## src/rtl/if_id_pipe_buffer.sv

```systemverilog
// IF/ID elastic buffer: DEPTH-entry queue between fetch and decode that presents
// the head instruction pre-split into MIPS fields, or a zero bubble when empty.
module if_id_pipe_buffer #(
    parameter int  PC_W  = 32,
    parameter int  DEPTH = 2,
    localparam int CW    = $clog2(DEPTH + 1),
    localparam int PW    = (DEPTH > 1) ? $clog2(DEPTH) : 1
) (
    input  logic            clk,
    input  logic            reset,
    input  logic            flush,
    input  logic            in_valid,
    output logic            in_ready,
    input  logic [31:0]     ReadInst,
    input  logic [PC_W-1:0] IF_PC_Plus_4,
    output logic            out_valid,
    input  logic            out_ready,
    output logic [5:0]      OpCode,
    output logic [4:0]      rs,
    output logic [4:0]      rt,
    output logic [4:0]      rd,
    output logic [4:0]      Shamt,
    output logic [5:0]      Funct,
    output logic [PC_W-1:0] PC_Plus_4,
    output logic [CW-1:0]   occupancy
);

    localparam int            SLOTS = 1 << PW;
    localparam logic [PW-1:0] LAST  = PW'(DEPTH - 1);
    localparam logic [CW-1:0] FULL  = CW'(DEPTH);

    logic [31:0]     inst_mem_q [SLOTS];
    logic [PC_W-1:0] pc_mem_q   [SLOTS];

    logic [PW-1:0] wr_ptr_q, wr_ptr_d;
    logic [PW-1:0] rd_ptr_q, rd_ptr_d;
    logic [CW-1:0] count_q, count_d;
    logic          push, pop;
    logic [31:0]     head_inst;
    logic [PC_W-1:0] head_pc;

    function automatic logic [PW-1:0] ptr_inc(input logic [PW-1:0] p);
        return (p == LAST) ? '0 : p + PW'(1);
    endfunction

    // Handshake: a word moves on a side only in a cycle where valid & ready are both
    // high at the rising edge and flush is low; in_ready comes from count alone.
    assign in_ready  = (count_q < FULL);
    assign out_valid = (count_q != '0);
    assign push      = in_valid & in_ready & ~flush;
    assign pop       = out_valid & out_ready & ~flush;
    assign occupancy = count_q;

    always_comb begin
        wr_ptr_d = wr_ptr_q;
        rd_ptr_d = rd_ptr_q;
        count_d  = count_q;
        if (flush) begin
            wr_ptr_d = '0;
            rd_ptr_d = '0;
            count_d  = '0;
        end else begin
            if (push) wr_ptr_d = ptr_inc(wr_ptr_q);
            if (pop)  rd_ptr_d = ptr_inc(rd_ptr_q);
            if (push && !pop)      count_d = count_q + CW'(1);
            else if (pop && !push) count_d = count_q - CW'(1);
        end
    end

    always_ff @(posedge clk or negedge reset) begin
        if (!reset) begin
            wr_ptr_q <= '0;
            rd_ptr_q <= '0;
            count_q  <= '0;
        end else begin
            wr_ptr_q <= wr_ptr_d;
            rd_ptr_q <= rd_ptr_d;
            count_q  <= count_d;
        end
    end

    // Storage is deliberately not reset; it is only observable while count != 0.
    always_ff @(posedge clk) begin
        if (push) begin
            inst_mem_q[wr_ptr_q] <= ReadInst;
            pc_mem_q[wr_ptr_q]   <= IF_PC_Plus_4;
        end
    end

    assign head_inst = out_valid ? inst_mem_q[rd_ptr_q] : '0;
    assign head_pc   = out_valid ? pc_mem_q[rd_ptr_q]   : '0;

    assign OpCode    = head_inst[31:26];
    assign rs        = head_inst[25:21];
    assign rt        = head_inst[20:16];
    assign rd        = head_inst[15:11];
    assign Shamt     = head_inst[10:6];
    assign Funct     = head_inst[5:0];
    assign PC_Plus_4 = head_pc;

    a_count_ok: assert property (@(posedge clk) disable iff (!reset)
        (count_q <= FULL) &&
        ((count_q == '0) == ((rd_ptr_q == wr_ptr_q) && (count_q != FULL))));

endmodule

```

## config.mk

```make
export PLATFORM = sky130hd
export DESIGN_NAME = if_id_pipe_buffer
export DESIGN_NICKNAME = d
export VERILOG_FILES = /design/src/rtl/if_id_pipe_buffer.sv
export SDC_FILE = /design/constraint.sdc
export NUM_CORES = 1
export LEC_CHECK = 0
export CAP_MARGIN = 20
export CORE_MARGIN = 2
export CORE_UTILIZATION = 52
export DETAILED_ROUTE_END_ITERATION = 7
export PLACE_DENSITY = 0.88
export SYNTH_ARGS = -nofsm -noshare
export SYNTH_HDL_FRONTEND = slang
export SYNTH_SLANG_ARGS = --single-unit
```

## constraint.sdc

```tcl
create_clock -name clk -period 8.55 [get_ports clk]
set_input_delay 1.71 -clock clk [delete_from_list [all_inputs] [get_ports clk]]
set_output_delay 1.71 -clock clk [all_outputs]
set_load 0.01 [all_outputs]
```

Yosys cells after proc, flatten, opt, wreduce, memory -nomap -nowiden
Memory sizes are Yosys's and may differ from the RTL's.
Cells that the tools add are included.
Operators by class
  order comparisons: 1
  bitwise operators: 5
  $add $sub $neg: 4
  mux-type cells: 13
  reduce and logical (&&, ||, !) cells: 8
Operators with widths (number)
  32-bit 2-to-1 mux: 2
  1-bit 2-to-1 mux: 8
  2-bit 2-to-1 mux: 3
  2-bit nonzero test: 3
  1-bit AND: 4
  3-bit nonzero test: 1
  1-bit adder (second input constant): 2
  2-bit by 1-bit adder with 2-bit output (second input constant): 1
  1-bit logical AND: 2
  1-bit logical NOT: 2
  2-bit < comparator (second input constant): 1
  2-bit by 1-bit subtractor with 2-bit output (second input constant): 1
  1-bit NOT: 1
Storage, ports and cells
  output and inout bits: 68
  memories kept: 2
  word-level logic and storage cells: 36
  flip-flop bits (word level): 4
  RAM bits: 128
  input port bits: 69
Memory list
  inst_mem_q: depth 2, bits a word 32, read ports 1, clocked after memory_dff 0, write ports 1, line 32  | logic [31:0] inst_mem_q [SLOTS];
  pc_mem_q: depth 2, bits a word 32, read ports 1, clocked after memory_dff 0, write ports 1, line 33  | logic [PC_W-1:0] pc_mem_q [SLOTS];

Longest topological paths before layout
  depth after elaboration: 8
  mapped depth: 4
  depth with buffers taken out: 3

Worst setup path after synthesis
No wires, ideal clock.
  kind: input to register
  from: input port in_valid
  to: memory inst_mem_q[1][0] (enable)
  data required time: 7972 ps
  cell stages on the path: 2
  data arrival time: 6471 ps
  buffers on the path: 0
  slack: 1501 ps
  library setup time: 578 ps
  cells stage by stage: nand2b_4 > nor3b_1
On the way
  word-level cells in the longest chain between the ends: 4
RTL lines
  start: declaration: line 12  | input logic in_valid,
  1-bit AND (2 in series): line 50  | assign push = in_valid & in_ready & ~flush;
  1-bit 2-to-1 mux: line 84  | if (push) begin
  1-bit 2-to-1 mux (implied by the code): line 85  | inst_mem_q[wr_ptr_q] <= ReadInst;
  end: declaration: line 32
Every way passes these cells.

Worst setup path in the final report
  from: register count_q[1], in the netlist occupancy[1]
  to: output port OpCode[2]
On the way
  word-level cells in the longest chain between the ends: 2
RTL lines
  start: declaration: line 37  | logic [CW-1:0] count_q, count_d;
  start signal: assignment: line 78  | count_q <= count_d;
  2-bit nonzero test: line 49  | assign out_valid = (count_q != '0);
  32-bit 2-to-1 mux: line 90  | assign head_inst = out_valid ? inst_mem_q[rd_ptr_q] : '0;
  end: declaration: line 18  | output logic [5:0] OpCode,
Every way passes these cells.

==> key figures <==
Status
  – Run status: finished clean

Die
  – Rows: 36
  – Total die area: between 10000 and 15000 µm²
  – Height of the die: between 100 and 150 µm
  – Starting density of the core: 52.8%
  – Die span in x: ~100 µm
  – Placeable core area: ~9600 µm²
  – Boundary pin count: about 140

Timing
  – Clock Skews: ~0.0033 ns
  – Count of final setup violators: 0
  – Highest clock frequency the design can meet: between 200 and 250 MHz
  – Actual slew at the worst max-slew pin: ~0.66 ns
  – Final period util: just over 50%
  – Final count of pins violating max slew: 0
  – Post-route setup TNS: 0 ns
  – Final hold vios: 0
  – Worst relative slew slack: around 56%
  – Post-layout min period: 4.32 ns
  – RSZ-0062 raised after global routing: no

CTS
  – Maximum clock path buffer count: 2
  – Root buffer cell: sky130_fd_sc_hd__clkbuf_8
  – Clock slew seen by the registers of the worst setup and hold paths: roughly 0.060 ns
  – Post-cts repair resize count: 0
  – Count of H-tree levels built during CTS: 4
  – Inserted Clock Buffers: 17
  – Clock latency on the worst-skew pair: 0.51 ns
  – TritonCTS clock tree: done
  – Number of setup buffers added after CTS: 0
  – CTS Hold Buffers Added: 0
  – Clock net sink count: ~130

Global routing
  – GRT Util Overall: a little under a fifth
  – Total overflow reported by the global router: 0
  – Number of global-route vias before repair: approximately 3.0k
  – First-pass GRT wire length: 14700 µm
  – Maximum number of pins on one net before global-route repair: 66
  – Initial antenna violation count: 0

Setup path
  – Critical path type: flip-flop to output port
  – Cell type of the slowest stage on the worst timing path: sky130_fd_sc_hd__buf_4
  – Largest stage delay on the critical path: 0.52 ns
  – Critical path required time: approximately 6.8 ns
  – Worst flop-to-flop path startpoint: occupancy[1]
  – Worst reg2reg endpoint: pc_mem_q[1][16]
  – Register-to-register setup slack: about 6.7 ns
  – Endpoint arrival time on the critical path: around 2.6 ns
  – Cells traversed along the worst timing path: nor2_4 > buf_4 > nor2_1 > clkdlybuf4s50_1
  – R2r worst-path depth: 3
  – CP Capture Type: output port
  – Startpoint class of the critical path: flip-flop
  – Max FO, Critical Path: 48

Power
  – Overall power after layout: ~1700 µW
  – Maximum resistive drop on vdd: between 0.15 and 0.2 mV
  – Power per Cell Area: 235 nW/µm²
  – Leak pwr: about 0.0024 µW

Logic synthesis
  – Summed instance area of the synthesized netlist: between 5000 and 6000 µm²
  – Register bit total from synthesis: approximately 130
  – Number of standard cells after synthesis: ~290
  – Number of distinct standard cells referenced by the synthesized netlist: 22
  – Ranking of synthesized cells by area: sky130_fd_sc_hd__edfxtp_1 76%, sky130_fd_sc_hd__mux2i_1 13%, sky130_fd_sc_hd__nor2_1 4.9%
  – Net count after synthesis: approximately 360
  – Cell taking the most area after synthesis: sky130_fd_sc_hd__edfxtp_1
  – Synthesis warning total: 0
  – Post-synthesis sequential area ratio: 77.6%
  – Mean area per synthesized cell: 17.3 µm²
  – Share of Yosys cell area claimed by the top area cell type: approximately three quarters

Layout
  – Diode count: 0
  – Area growth from synthesis to layout: 41.0%
  – Share of post-route cells with drive strength above 1: between 8 and 9%
  – Post-layout nets: just over 500
  – Filler cell count in the final layout: between 600 and 700
  – Most common cell after layout, fill and taps aside: sky130_fd_sc_hd__clkdlybuf4s50_1
  – Commonest cells after routing, fill and taps aside: 136 x sky130_fd_sc_hd__clkdlybuf4s50_1, 128 x sky130_fd_sc_hd__edfxtp_1, 66 x sky130_fd_sc_hd__nor2_1

Routing
  – WL/cell: 16.7 µm
  – Via-per-instance ratio: approximately 5
  – Remaining number of nets flagged by the antenna check after routing: 0
  – Detailed router's first-iteration violation count: 97
  – Detailed-route DRC error count: 0
  – Aggregate routed wire length: between 9000 and 10000 µm
  – Routed via count: between 2k and 3k
  – Number of detailed-routing iterations run before antenna repair: 4

Placed design
  – Final estimated routing congestion in global placement: just under 0.7
  – HPWL reported at the end of detailed placement: a little over 6000 µm
  – Total of buffers placed on input and output ports: about 140

Hold path
  – Worst hold path type: flip-flop to flip-flop
  – Sink of the worst hold path: wr_ptr_q
  – Worst hold path stage count: 2
  – Hold path startpoint: wr_ptr_q

Job
  – Max-Cap Viols: 0
[Yosys cell counts (all sizes together)]
cell and n:
nor2 67, nor3 1, buf 14, nand2b 2, inv 2, nand2 1, nor2b 2, nor3b 1
edfxtp 128, a21oi 2, mux2i 65, dfrtp 4, xor2 2, o21ai 2, a21o 1
[where the power goes]
group	internal, µW	leakage [µW]	switching, µW
logic	105	0.000886	86.1
clock network	497	0.000296	246
registers	741	0.00123	13.1
[routing by layer]
metal | share of wire, % | global-route usage (%) | vias up | wire, µm
met1 | 39 | 21.8 | 1424 | 3850
li1 | - | - | 1386 | -
met3 | 5.4 | 5.69 | 14 | 525
met2 | 54 | 34.0 | 98 | 5290
met5 | 0 | 0 | - | 0
met4 | 1.3 | 7.29 | 0 | 128
[logic make-up after synthesis]
| group | count (synthesis) | synth area share, % |
|---|---|---|
| mux | 65 | 12.8 |
| simple gates | 74 | 5.95 |
| compound gates | 5 | 0.541 |
| buf+inv | 16 | 2.80 |
| xor+xnor | 2 | 0.345 |
| flops | 132 | 77.6 |
[sequential cells by signal, summed over array words and instances, names as in the netlist]
name        cells
inst_mem_q     64
occupancy       2
pc_mem_q       64
rd_ptr_q        1
wr_ptr_q        1
[final cells by class]
class / count / area [µm²] / area share [%]
flip-flops and latches: 132 / 3950 / 55.1
repair buffers: 142 / 1430 / 19.9
multi-input cells: 146 / 1010 / 14.1
clock buffers: 19 / 422 / 5.88
clock inverters: 13 / 188 / 2.62
well taps: 133 / 166 / 2.32
inverters: 2 / 7.51 / 0.105
[worst max-delay path by stage]
stage                            start                to  slack [ns]  cells past startpoint
final                     occupancy[1]         OpCode[2]        4.23                      4
after global routing      occupancy[1]         OpCode[2]        4.04                      4
after CTS                     rd_ptr_q         OpCode[2]        4.10                      3
after detailed placement      rd_ptr_q             rs[0]        4.69                      3
after global placement        rd_ptr_q          Funct[1]        4.71                      3
after floorplan               in_valid  inst_mem_q[1][0]        1.50                      2
[per-stage QoR]
stage	utilization (%)	setup WS, ns	area [µm²]	hold WS, ns	std cells
floorplan	-	1.50	5080	0.519	294
global placement	67.8	4.71	6530	0.555	554
detailed placement	67.8	4.69	6530	0.593	554
CTS	74.1	4.10	7140	0.601	586
global route	74.4	4.04	7170	0.623	587
finish	74.4	4.23	7170	0.603	587
[critical path: cells and delay by family (launching register included)]
family	cells	cell delay, ns
buffers and inverters	2	1.04
DFF	1	0.49
and+or+nand+nor	2	0.53
(Power assumes the default switching activity.)
